### src/rtl/pulse_burst_gen.sv
// pulse_burst_gen: programmable burst of N rectangular pulses with busy/done status.
// Optional abort input/aborted strobe enabled by defining PULSE_BURST_ABORT_EN.
module pulse_burst_gen #(
    parameter int CNT_W = 4,
    parameter int WID_W = 8
) (
    input  logic             clk,
    input  logic             rst,
    input  logic             start,
    input  logic [CNT_W-1:0] burst_len,
    input  logic [WID_W-1:0] high_cycles,
    input  logic [WID_W-1:0] low_cycles,
`ifdef PULSE_BURST_ABORT_EN
    input  logic             abort,
    output logic             aborted,
`endif
    output logic             pulse_out,
    output logic             busy,
    output logic             done,
    output logic [CNT_W-1:0] pulses_sent
);
    typedef enum logic [1:0] {IDLE, HIGH, LOW, FIN} state_t;

    localparam logic [WID_W-1:0] W1 = 1;
    localparam logic [CNT_W-1:0] C1 = 1;

    state_t           state_q;
    logic [CNT_W-1:0] len_q;
    logic [CNT_W-1:0] sent_q;
    logic [WID_W-1:0] hi_q;
    logic [WID_W-1:0] lo_q;
    logic [WID_W-1:0] ph_q;
    logic             pulse_q;
    logic             busy_q;
    logic             done_q;
    logic [WID_W-1:0] h_eff;
    logic [WID_W-1:0] l_eff;
`ifdef PULSE_BURST_ABORT_EN
    logic             aborted_q;
    assign aborted = aborted_q;
`endif

    // A programmed width of zero still yields a one-cycle phase.
    assign h_eff = (high_cycles == '0) ? W1 : high_cycles;
    assign l_eff = (low_cycles == '0) ? W1 : low_cycles;

    assign pulse_out   = pulse_q;
    assign busy        = busy_q;
    assign done        = done_q;
    assign pulses_sent = sent_q;

    // Burst sequencer: phase counter counts elapsed cycles of the current HIGH/LOW phase.
    always_ff @(posedge clk or posedge rst) begin
        if (rst) begin
            state_q   <= IDLE;
            len_q     <= '0;
            sent_q    <= '0;
            hi_q      <= '0;
            lo_q      <= '0;
            ph_q      <= '0;
            pulse_q   <= 1'b0;
            busy_q    <= 1'b0;
            done_q    <= 1'b0;
`ifdef PULSE_BURST_ABORT_EN
            aborted_q <= 1'b0;
`endif
        end else begin
            done_q    <= 1'b0;
`ifdef PULSE_BURST_ABORT_EN
            aborted_q <= 1'b0;
            if (abort && (state_q == HIGH || state_q == LOW)) begin
                state_q   <= IDLE;
                pulse_q   <= 1'b0;
                busy_q    <= 1'b0;
                ph_q      <= '0;
                aborted_q <= 1'b1;
            end else
`endif
            case (state_q)
                IDLE: begin
                    if (start) begin
                        len_q  <= burst_len;
                        hi_q   <= h_eff;
                        lo_q   <= l_eff;
                        sent_q <= '0;
                        ph_q   <= '0;
                        if (burst_len == '0) begin
                            state_q <= FIN;
                            done_q  <= 1'b1;
                        end else begin
                            state_q <= HIGH;
                            pulse_q <= 1'b1;
                            busy_q  <= 1'b1;
                        end
                    end
                end
                HIGH: begin
                    if (ph_q == hi_q - W1) begin
                        state_q <= LOW;
                        pulse_q <= 1'b0;
                        ph_q    <= '0;
                        sent_q  <= sent_q + C1;
                    end else begin
                        ph_q <= ph_q + W1;
                    end
                end
                LOW: begin
                    if (ph_q == lo_q - W1) begin
                        ph_q <= '0;
                        if (sent_q == len_q) begin
                            state_q <= FIN;
                            busy_q  <= 1'b0;
                            done_q  <= 1'b1;
                        end else begin
                            state_q <= HIGH;
                            pulse_q <= 1'b1;
                        end
                    end else begin
                        ph_q <= ph_q + W1;
                    end
                end
                FIN:     state_q <= IDLE;
                default: state_q <= IDLE;
            endcase
        end
    end
endmodule

### config.mk
export PLATFORM = sky130hd
export DESIGN_NAME = pulse_burst_gen
export DESIGN_NICKNAME = d
export VERILOG_FILES = /design/src/rtl/pulse_burst_gen.sv
export SDC_FILE = /design/constraint.sdc
export NUM_CORES = 1
export LEC_CHECK = 0
export ABC_AREA = 1
export CORE_ASPECT_RATIO = 1.1
export CORE_MARGIN = 2
export CORE_UTILIZATION = 35
export DETAILED_ROUTE_END_ITERATION = 10
export GPL_ROUTABILITY_DRIVEN = 0
export PLACE_DENSITY = 0.56
export SYNTH_ARGS = -nofsm -noshare
export SYNTH_HDL_FRONTEND = slang
export SYNTH_SLANG_ARGS = --single-unit
### constraint.sdc
create_clock -name clk -period 2.15 [get_ports clk]
set_input_delay 0.5375 -clock clk [delete_from_list [all_inputs] [get_ports clk]]
set_output_delay 0.5375 -clock clk [all_outputs]
set_load 0.01 [all_outputs]
; ---- Word-level counts from Yosys, hierarchy flattened
; Cells that the tools add are included.
[word_totals]
out_inout_bits = 7
input_bits = 23
register_bits = 37
elab_cells = 67
latch_bits = 0
mem_count = 0
ram_bits = 0
romBits = 0
[op_classes]
n_bitwise = 0
multipliers = 0
add_sub_neg = 4
n_reduce_logical = 13
shift = 0
n_div = 0
n_mux = 29
eq_ne = 12
n_lt_le_gt_ge = 0
[ops]
columns = op, count
row1 = two-way mux 8 bit, 5
row2 = case mux 8 bit (3 select lines), 1
row3 = == test 8 bit, 2
row4 = logical NOT 8 bit, 2
row5 = subtractor 8 x 1 -> 8 bit (second input constant), 2
row6 = != test 2 bit (second input constant), 6
row7 = two-way mux 1 bit, 11
row8 = two-way mux 2 bit, 5
row9 = adder 8 x 1 -> 8 bit (second input constant), 1
row10 = two-way mux 4 bit, 2
row11 = case mux 2 bit (4 select lines), 1
row12 = case mux 4 bit (2 select lines), 1
row13 = AND reduction 3 bit, 2
row14 = AND reduction 6 bit, 1
row15 = AND reduction 5 bit, 1
row16 = adder 4 x 1 -> 4 bit (second input constant), 1
row17 = == test 2 bit (second input constant), 2
row18 = == test 4 bit, 1
row19 = logical NOT 4 bit, 1
row20 = case mux 1 bit (2 select lines), 2
row21 = AND reduction 2 bit, 2
row22 = nonzero test 2 bit, 2
row23 = case mux 1 bit (3 select lines), 1
row24 = nonzero test 3 bit, 1
row25 = other kinds (2), 2

; ---- Depth between registers and ports, before layout
; Gate-level depths: netlist of the first run.
[logic_depth]
word_depth = 4
ltp_mapped = 16
depth_no_buf = 15

; ---- Worst setup path before layout of the first run
; OpenSTA, ideal clock, no wires.
[synth_path]
path_kind = register to register
from = register lo_q[0]
to = register ph_q[4]
setup_time_ns = 0.126
n_path_buf = 0
slack_ns = 0.442
arrival_ns = 1.582
synth_period_minus_slack_ns = 1.708
required_ns = 2.024
stages_incl_launch_ff = 15
cell_sequence = dfrtp_1 > inv_2 > ha_1 > nand2_1 > inv_1 > nor2_1 > nand2_1 > nor2_1 > nand3_1 > nor2_1 > nand3_1 > nand2_2 > nand2_2 > nand2_1 > o21ai_1
[synth_between]
elab_chain_cells = 4
[synth_rtl]
columns = element, line
row1 = from (decl), 31  ; logic [WID_W-1:0] lo_q;
row2 = from (signal assigned), 84  ; lo_q <= l_eff;
row3 = subtractor 8 x 1 -> 8 bit, 108  ; if (ph_q == lo_q - W1) begin
row4 = == test 8 bit, 108
row5 = two-way mux 8 bit, 108
row6 = case mux 8 bit (3 select lines), 79  ; case (state_q)
row7 = to (signal assigned), 104  ; ph_q <= ph_q + W1;
row8 = to (signal assigned), 119  ; ph_q <= ph_q + W1;
row9 = to (decl), 32  ; logic [WID_W-1:0] ph_q;
; Every way passes these cells.
; A chain may end at the register's enable or synchronous reset.

; ---- Final worst setup path of the first run
[layout_path]
from = register lo_q[1]
to = register state_q[0]
[layout_between]
elab_chain_cells = 4
[layout_rtl]
columns = element, line
row1 = subtractor 8 x 1 -> 8 bit, 108
row2 = == test 8 bit, 108
row3 = != test 2 bit (no source line), -
row4 = AND reduction 3 bit (no source line), -
row5 = to (signal assigned), 111  ; state_q <= FIN;
row6 = to (signal assigned), 115  ; state_q <= HIGH;
row7 = to (signal assigned), 122  ; FIN: state_q <= IDLE;
row8 = to (decl), 27  ; state_t state_q;
; Every way passes these cells.

==> results of run 1 <==
==> sequential cells by signal, indices dropped and copies added (netlist names) <==
signal and cells:
done 1, len_q 4, busy 1, state_q 2, pulses_sent 4, hi_q 8
ph_q 8, lo_q 8, pulse_out 1
==> timing repair <==
item / CTS / global route
buffers inserted: 0 / 2
gates resized for setup: 0 / 2
setup endpoints to repair: 0 / 7
hold buffers: 0 / 0
==> synth_stat cells <==
cell type / number / area, um2
nand2_1: 106 / 398
inv_1: 41 / 154
dfrtp_1: 37 / 926
nor2_1: 34 / 128
nand3_1: 28 / 140
o21ai_1: 14 / 70.1
nand4_1: 11 / 68.8
xor2_1: 11 / 96.3
a21oi_1: 9 / 45.0
inv_2: 9 / 33.8
ha_1: 8 / 100
nor2_2: 6 / 37.5
nand2_2: 5 / 31.3
clkbuf_1: 4 / 15.0
nor3_1: 4 / 20.0
o21ai_0: 4 / 20.0
mux2_1: 3 / 33.8
nor4_1: 3 / 18.8
xnor2_1: 3 / 26.3
and3_1: 1 / 6.26
buf_6: 1 / 11.3
nand3_2: 1 / 10.0
nand3_4: 1 / 17.5
o22ai_1: 1 / 6.26
or2_1: 1 / 6.26
==> worst max path at each step <==
stage,endpoint,slack (ps),cells past startpoint
2_1_floorplan,ph_q[4],440,14
3_3_place_gp,pulse_out,170,6
3_5_place_dp,pulse_out,170,6
4_1_cts,ph_q[7],160,14
5_1_grt,state_q[0],30,15
6_report,state_q[0],200,15
==> critical path, cell delays in order (launching register included) <==
cell and delay (ps):
dfrtp_1 390, inv_1 50, ha_1 280, nand2_1 70, inv_1 40, nor2_1 70, nand2_1 50, nor2_1 120
nand3_1 70, nor2_1 90, nand3_1 130, nand2_2 150, buf_4 130, nand3_2 70, nand2_1 60, nand2_1 50
==> area by class of cell <==
class | instances | area (um2) | share of cell area
Multi-Input combinational cell | 254 | 1280 | 0.432
Sequential cell | 37 | 926 | 0.312
Timing Repair Buffer | 38 | 383 | 0.129
Inverter | 50 | 188 | 0.0632
Tap cell | 82 | 103 | 0.0346
Clock buffer | 7 | 86.3 | 0.0291
==> report_power, final <==
part	switching (mW)	internal, mW	total [mW]
logic	1.05	0.770	1.82
clock network	0.246	0.255	0.501
registers	0.257	0.939	1.20
total	1.55	1.96	3.52
==> per-layer routing <==
layer,vias up,share of wire
met2,35,0.46
met4,0,0.016
met3,10,0.031
met1,997,0.49
met5,-,0
li1,1172,-
==> kinds of logic (layout without fill, tap and decap cells) <==
family | after synthesis | in the layout | share of synthesized area
adders and majority gates | 8 | 8 | 0.0414
xor gates and xnor gates | 14 | 14 | 0.0507
buffers and inverters | 55 | 95 | 0.0884
and+or+nand+nor | 201 | 201 | 0.365
AOI/OAI and AO/OA | 28 | 28 | 0.0584
muxes | 3 | 3 | 0.0140
DFF | 37 | 37 | 0.383
==> through the flow <==
stage / cells / instance area, um2 / power, mW / utilization / hold WS, ps
finish: 468 / 2970 / 3.52 / 0.447 / 492
global route: 468 / 2970 / 3.91 / 0.447 / 529
CTS: 466 / 2950 / 3.53 / 0.445 / 494
detailed placement: 459 / 2860 / 3.01 / 0.432 / 470
global placement: 459 / 2860 / 3.00 / 0.432 / 478
floorplan: 346 / 2420 / 2.51 / - / 464
==> key figures, run 1 <==
Status
  – Run status: completed

Hold path
  – Endpoint, Worst Hold: pulse_out
  – HP Class: reg -> reg
  – WHS Path Cells: 2
  – Hold Path Origin: pulse_out

Timing
  – RSZ-0062 raised after global routing: false
  – Worst-case clock skew: 11.3 ps
  – Setup_tns: 0 ps
  – Endpoints failing setup: 0
  – Final period util: 0.906
  – Max Slew Vio Count: 0
  – Tightest Pin Transition: 490 ps
  – Post-route setup slack: 202 ps
  – F_max: 513 MHz
  – Minimum clock period: 1950 ps
  – Max_slew headroom: 0.674
  – Hold Vio Cnt, Final: 0

Worst setup path
  – Worst setup EP type: register
  – CP startpoint kind: register
  – FF-to-FF End: state_q[0]
  – Worst Setup Path Type: reg -> reg
  – CP Data Arrival Time: 2120 ps
  – R2R Setup Slk: 200 ps
  – CP required: 2320 ps
  – Reg-to-Reg Start: lo_q[1]
  – Setup crit start: lo_q[1]
  – Worst R2R Path Depth: 15
  – CP max FO: 4

Flow run
  – # Max-Cap Violations: 0

Clock network
  – Clock transition at the registers of the reported paths: 80 ps
  – Worst-skew pair later-pin latency: 290 ps
  – CTS max path bufs: 2
  – TritonCTS clock tree: done
  – Clk sinks: 37
  – Cts bufs inserted: 5
  – H-tree depth: 2
  – Root buf cell: clkbuf_8

Cells and area
  – Commonest cells after routing, fill and taps aside: nand2_1, inv_1, dfrtp_1, nor2_1, clkdlybuf4s50_1
  – Antenna fix cells: 0
  – Area grow syn2layout: 22.6%
  – Layout cells sized above 1: 0.101
  – Commonest non-fill, non-tap cell in the layout: nand2_1
  – Fillers: 695
  – NumNets Final: 417

Synthesis
  – Syn Nets: 377
  – Post-Syn Area per Cell: 6.99 um2
  – Sequential share of the synthesized area: 0.383
  – Number of synthesis warnings: 0
  – Yosys reg bits: 37
  – Gate Count Post-Synth: 346
  – Synth cell types: 25
  – Mapped Area: 0.00242 mm2

Die
  – Row cnt: 31
  – Chip Width: 83.3 um
  – Die area: 0.00760 mm2
  – Die Ht: 91.2 um
  – I/O pin total: 30
  – Initial core utilization: 0.365
  – Placeable Area: 0.00663 mm2

GRT
  – Global Route met3 Usage: 0.0309
  – Global-route met2 utilization: 0.262
  – Largest net degree at the start of global routing: 38
  – Met1 GRT Util: 0.212
  – First-pass GRT wire length: 9850 um
  – Gr busiest metal: met2
  – Initial antenna violation count: 0
  – Gr ovfl total: 0
  – Number of global-route vias before repair: 2143
  – Gr usage total: 0.159

Drt
  – 1st-pass router iterations: 4
  – WL per Instance: 11.8 um
  – Via Count: 2214
  – Antenna viol nets, final: 0
  – Routed vias/inst: 4.73
  – # DRC: 0
  – WL final: 5500 um
  – Starting DRT DRC Count: 50

Pwr
  – Power Density: 1180 mW/mm2
  – Maximum vdd ir drop: 566 uV
  – Leak pwr: 1.47 nW

Place
  – Port bufs: 29
  – Detailed Place HPWL: 4130 um
  – Place WS: 174 ps
Note: power is estimated with default switching activity, not from simulation.
==> run 2: changes to the inputs <==
--- a/config.mk
+++ b/config.mk
@@ -11,6 +11,7 @@
 export CORE_UTILIZATION = 35
 export DETAILED_ROUTE_END_ITERATION = 10
 export GPL_ROUTABILITY_DRIVEN = 0
+export GPL_TIMING_DRIVEN = 0
 export PLACE_DENSITY = 0.56
 export SYNTH_ARGS = -nofsm -noshare
 export SYNTH_HDL_FRONTEND = slang
==> run 2 against run 1 <==
Effect of this change:
- routed wire length up 6.0%
- global-route usage up 0.73 points
- first-iteration DRC count up 120%
- flip-flop and latch count unchanged
- sequential power about the same
- register-to-register slack about the same
- sequential share of layout area down 0.22 points
- core utilization up 0.32 points
- die area unchanged
- largest power group unchanged
==> key figures, run 2 (synthesis gave the netlist of run 1 again) <==
Status
  – Run status: completed

Cells and area
  – Multi-input gate area: 0.00132 mm2 (+2.7%)
  – Antenna fix cells: 0 (unchanged)
  – Largest registers: hi_q x8, lo_q x8, ph_q x8
  – Fillers: 697 (+0.29%)
  – Commonest non-fill, non-tap cell in the layout: nand2_1
  – Layout cells sized above 1: 0.111 (+0.00979)
  – NumNets Final: 418 (+0.24%)
  – Commonest cells after routing, fill and taps aside: nand2_1, inv_1, dfrtp_1, nor2_1, clkdlybuf4s50_1
  – Area grow syn2layout: 23.5%
  – Sequential cell area: 926 um2 (unchanged)
  – Final Cell Area: 0.00299 mm2 (+0.72%)

GRT
  – Number of global-route vias before repair: 2172 (+1.4%)
  – Gr usage total: 0.166 (+0.00726)
  – Gr ovfl total: 0 (unchanged)
  – Initial antenna violation count: 0 (unchanged)
  – First-pass GRT wire length: 10100 um (+2.5%)
  – Largest net degree at the start of global routing: 38 (unchanged)

Drt
  – Via Count: 2241 (+1.2%)
  – Routed vias/inst: 4.77 (+0.79%)
  – Antenna viol nets, final: 0 (unchanged)
  – # DRC: 0 (unchanged)
  – 1st-pass router iterations: 6 (+2)
  – WL final: 5830 um (+6.0%)
  – WL per Instance: 12.4 um (+5.6%)
  – Starting DRT DRC Count: 110 (+120%)

Place
  – Detailed Place HPWL: 4350 um (+5.2%)
  – Port bufs: 29 (unchanged)
  – Area after DPL: 0.00281 mm2 (-1.8%)

Pwr
  – Leak pwr: 1.47 nW (-0.33%)
  – Power Density: 1210 mW/mm2 (+2.4%)
  – PnR Total Power: 3.63 mW (+3.1%)
  – Maximum vdd ir drop: 591 uV (+4.4%)

Timing
  – F_max: 515 MHz (+0.32%)
  – Setup_tns: 0 ps (unchanged)
  – Min Hold Slack: 479 ps (-13.5 ps)
  – Hold Vio Cnt, Final: 0 (unchanged)
  – Minimum clock period: 1940 ps (-6.22 ps)
  – Worst-case clock skew: 3.58 ps (-7.74 ps)
  – RSZ-0062 raised after global routing: false
  – Max_slew headroom: 0.472 (-0.202)
  – Endpoints failing setup: 0 (unchanged)
  – Tightest Pin Transition: 791 ps (+301 ps)
  – Max Slew Vio Count: 0 (unchanged)
  – Final period util: 0.903 (-0.00289)

Worst setup path
  – CP required: 2350 ps (+30 ps)
  – Worst setup EP type: register
  – Worst Setup Path Type: reg -> reg
  – Worst R2R Path Depth: 16 (+1)
  – CP max FO: 10 (+6)
  – CP Data Arrival Time: 2140 ps (+20 ps)
  – CP startpoint kind: register

Die
  – Die Ht: 91.2 um (unchanged)
  – Row cnt: 31 (unchanged)
  – Placeable Area: 0.00663 mm2 (unchanged)
  – I/O pin total: 30 (unchanged)
  – Die area: 0.00760 mm2 (unchanged)
  – Chip Width: 83.3 um (unchanged)
  – Initial core utilization: 0.365 (unchanged)

Flow run
  – # Max-Cap Violations: 0 (unchanged)

Clock network
  – CTS max path bufs: 2 (unchanged)
  – Clock transition at the registers of the reported paths: 80 ps (about the same)
  – H-tree depth: 2 (unchanged)
  – TritonCTS clock tree: done
  – Worst-skew pair later-pin latency: 300 ps (about the same)
  – Clk sinks: 37 (unchanged)
  – Root buf cell: clkbuf_8
  – CTS Hold Bufs: 0 (unchanged)
  – Cts bufs inserted: 5 (unchanged)

Hold path
  – HP Class: reg -> reg
  – WHS Path Cells: 2 (unchanged)
[run 2: layout make-up]
class | count | share of cell area
plain buffers | 5 | 0.00879
clock buffers | 7 | 0.0322
clock inverters | 1 | 0.00167
inverters | 50 | 0.0628
multi-input cells | 254 | 0.441
flip-flops and latches | 37 | 0.310
well taps | 82 | 0.0343
repair buffers | 34 | 0.110
[run 2: worst paths after layout]
kind | slack [ps] | end | start
max | 210 | pulses_sent[0] | hi_q[0]
min | 480 | pulse_out | pulse_out
max reg2reg | 210 | pulses_sent[0] | hi_q[0]
min reg2reg | 480 | pulse_out | pulse_out
max in group asynchronous | 940 | state_q[0] | rst
min in group asynchronous | 700 | lo_q[3] | rst
[run 2: through the flow]
step                      instances  utilization  setup WS (ps)
after floorplan                 346            -            442
final                           470        0.451            208
after global routing            470        0.451           5.31
after detailed placement        457        0.424          -37.1
after CTS                       465        0.439           94.8
after global placement          457        0.424           -174
[run 2: timing repair]
action	CTS	global route
endpoints found under the hold margin	0	0
gates resized for setup	0	8
setup endpoints to repair	0	15
buffers inserted	0	5
[run 2: metal layers]
layer / track usage / up-vias / part of all wire
met5: 0 / - / 0
met4: 0.0628 / 0 / 0.016
met3: 0.0300 / 5 / 0.028
met2: 0.274 / 41 / 0.46
met1: 0.217 / 1019 / 0.50
li1: - / 1176 / -
[run 2: critical path, stage by stage, from the launching register on]
cell     delay (ps)
dfrtp_1         390
inv_1           120
ha_2            220
nand2_1          70
nor2_2          120
nand2_1          60
nand2_1          70
nand2_1          50
nand2_1          50
nand2_1          50
nor2_1           80
nand2_1          90
nand2_2         100
buf_6           150
nand3_4          80
nand2_1          70
nand2_1          50
[run 2: report_power, final]
group	internal (mW)	switching, mW	leakage (nW)
Combinational	0.758	1.11	0.954
Clock	0.290	0.266	0.0542
Sequential	0.939	0.264	0.459
Total	1.99	1.64	1.47
==> run 3: changes to the inputs <==
--- a/config.mk
+++ b/config.mk
@@ -7,7 +7,6 @@
 export LEC_CHECK = 0
 export ABC_AREA = 1
 export CORE_ASPECT_RATIO = 1.1
-export CORE_MARGIN = 2
 export CORE_UTILIZATION = 35
 export DETAILED_ROUTE_END_ITERATION = 10
 export GPL_ROUTABILITY_DRIVEN = 0
==> run 3 against run 2 <==
Effect of this change:
- register-to-register slack got worse by 40 ps
- global-route usage is 1.2 points higher
- final area is 2.2% lower
- clock power is 11% lower
- maximum frequency decreased by 2.2%
- via count fell by 0.85%
- critical path type unchanged
==> key figures, run 3 (synthesis gave the netlist of run 1 again) <==
Place
  – Placed Cells: 457 (unchanged)
  – Place WS: 19.4 ps (+56.5 ps)
  – Port bufs: 29 (unchanged)
  – Detailed Place HPWL: 4240 um (-2.4%)

Cells and area
  – Commonest non-fill, non-tap cell in the layout: nand2_1
  – Layout cells sized above 1: 0.0914 (-0.0194)
  – Antenna fix cells: 0 (unchanged)
  – Commonest cells after routing, fill and taps aside: nand2_1, inv_1, dfrtp_1, nor2_1, clkdlybuf4s50_1
  – Final Non-Filler Cells: 465 (-1.1%)
  – Final core utilization: 0.441 (-0.00981)
  – Fillers: 688 (-1.3%)
  – Largest registers: hi_q x8, lo_q x8, ph_q x8
  – Area grow syn2layout: 20.8%
  – NumNets Final: 414 (-0.96%)

Timing
  – F_max: 503 MHz (-2.2%)
  – Hold Vio Cnt, Final: 0 (unchanged)
  – Setup_tns: 0 ps (unchanged)
  – Post-route setup slack: 164 ps (-44.4 ps)
  – Worst-case clock skew: 6.13 ps (+2.55 ps)
  – Minimum clock period: 1990 ps (+44.4 ps)
  – Max_slew headroom: 0.468 (-0.00361)
  – RSZ-0062 raised after global routing: true
  – Endpoints failing setup: 0 (unchanged)
  – Max Slew Vio Count: 0 (unchanged)
  – Tightest Pin Transition: 796 ps (+5.41 ps)
  – Final period util: 0.924 (+0.0206)

Pwr
  – Sw Share: 0.453 (+0.00121)
  – Sequential power share: 0.345 (+0.013)
  – Clock Power Share: 0.142 (-0.011)
  – Leak pwr: 1.44 nW (-2.0%)
  – Combinational share of power: 0.513 (-0.002)
  – Sw Pwr: 1.58 mW (-3.9%)
  – Power Density: 1190 mW/mm2 (-2.0%)
  – Internal power: 1.90 mW (-4.4%)
  – Maximum vdd ir drop: 442 uV (-25%)

Drt
  – Starting DRT DRC Count: 66 (-40%)
  – WL final: 5630 um (-3.4%)
  – Via Count: 2222 (-0.85%)
  – Antenna viol nets, final: 0 (unchanged)
  – # DRC: 0 (unchanged)
  – 1st-pass router iterations: 4 (-2)
  – WL per Instance: 12.1 um (-2.4%)
  – Routed vias/inst: 4.78 (+0.22%)

Worst setup path
  – CP required: 2330 ps (-20 ps)
  – Max incr delay on CP: 390 ps (about the same)
  – Worst Setup Path Type: reg -> reg
  – CP startpoint kind: register
  – Worst setup EP type: register
  – FF-to-FF End: state_q[0]
  – Reg-to-Reg Start: lo_q[0]
  – R2R Setup Slk: 160 ps (-40 ps)
  – CP max FO: 6 (-4)
  – Buf+Inv Stages, Crit Path: 3 (+1)
  – Worst path top cell family by delay: simple AND/OR/NAND/NOR gates
  – Worst R2R Path Depth: 15 (-1)
  – Slowest cell on crit path: dfrtp_1
  – CP Data Arrival Time: 2170 ps (+30 ps)
  – Setup crit start: lo_q[0]
  – Most common cell on crit path: nand2_1
  – CP cell instances: inv_2, ha_1, nand2_1, inv_1, nor2_1, nand2_1, nor2_1, nand3_1, nor2_1, nand3_2, nand2_4, buf_4, nand3_2, nand2_1, nand2_1

Die
  – Die Ht: 89.2 um (-2.2%)
  – Placeable Area: 0.00663 mm2 (unchanged)
  – Initial core utilization: 0.365 (unchanged)
  – Row cnt: 31 (unchanged)
  – I/O pin total: 30 (unchanged)
  – Chip Width: 81.3 um (-2.4%)
  – Die area: 0.00725 mm2 (-4.5%)

Hold path
  – Hold Path Origin: pulse_out
  – HP Class: reg -> reg
  – WHS Path Cells: 2 (unchanged)
  – Endpoint, Worst Hold: pulse_out

Clock network
  – CTS max path bufs: 2 (unchanged)
  – TritonCTS clock tree: done
  – Worst-skew pair later-pin latency: 290 ps (about the same)
  – Clk sinks: 37 (unchanged)
  – Root buf cell: clkbuf_8
  – Clock transition at the registers of the reported paths: 70 ps (about the same)
  – H-tree depth: 2 (unchanged)
  – Cts bufs inserted: 5 (unchanged)
  – CTS Hold Bufs: 0 (unchanged)

GRT
  – First-pass GRT wire length: 9980 um (-1.1%)
  – Initial antenna violation count: 0 (unchanged)
  – Number of global-route vias before repair: 2216 (+2.0%)
  – Largest net degree at the start of global routing: 38 (unchanged)
  – Gr usage total: 0.179 (+0.0124)
  – Gr ovfl total: 0 (unchanged)

Status
  – Run status: completed

Flow run
  – # Max-Cap Violations: 0 (unchanged)
[run 3: cell types whose count changed in the layout (fill, tap and decap cells not counted)]
cell      previous run  this run
ha_1                 6         7
nand2_4              2         1
clkinv_2             1         0
clkbuf_8             7         6
buf_4                5         1
nor2_2               8         7
clkbuf_1             4         5
nand2_2              4         5
nor2_1              32        33
ha_4                 1         0
[run 3: final cells by class]
cell class | instances | area, um2 | share of cell area
Buffer | 5 | 26.3 | 0.00899
Multi-Input combinational cell | 254 | 1300 | 0.444
Tap cell | 82 | 103 | 0.0351
Sequential cell | 37 | 926 | 0.317
Clock buffer | 7 | 86.3 | 0.0295
Inverter | 50 | 188 | 0.0642
Timing Repair Buffer | 30 | 298 | 0.102
[run 3: layer usage]
layer | global-route usage | wire, um
met5 | 0 | 0
met4 | 0.0633 | 89
met3 | 0.0367 | 261
met2 | 0.295 | 2560
met1 | 0.231 | 2720
[run 3: how the worst max path moves through the flow]
| stage | endpoint | depth (start not counted) |
|---|---|---|
| floorplan | ph_q[4] | 14 |
| global placement | hi_q[7] | 2 |
| detailed placement | lo_q[0] | 4 |
| CTS | ph_q[6] | 14 |
| global route | ph_q[4] | 12 |
| finish | state_q[0] | 15 |
[run 3: power groups by stage]
stage               Sequential, mW  Combinational [mW]  Clock, mW
floorplan                     1.16                1.36          0
global placement              1.21                1.74          0
detailed placement            1.21                1.76          0
CTS                           1.20                1.76      0.521
global route                  1.23                2.06      0.555
finish                        1.20                1.78      0.495
[run 3: worst register-to-register path, stage by stage, from the launching register on]
cell,delay (ps)
dfrtp_1,390
inv_2,120
ha_1,270
nand2_1,80
inv_1,40
nor2_1,70
nand2_1,50
nor2_1,90
nand3_1,70
nor2_1,120
nand3_2,150
nand2_4,140
buf_4,120
nand3_2,70
nand2_1,60
nand2_1,40
[run 3: per-stage QoR]
step           power [mW]  area (um2)  hold slack (ps)
3_5_place_dp         2.97        2810              461
5_1_grt              3.85        2920              517
3_3_place_gp         2.95        2810              458
4_1_cts              3.49        2900              483
2_1_floorplan        2.51        2420              464
6_report             3.48        2920              476
[run 3: repair_timing]
item                                    CTS  global route
resized for setup                         0             5
endpoints found under the setup margin    0            16
setup buffers                             0             1
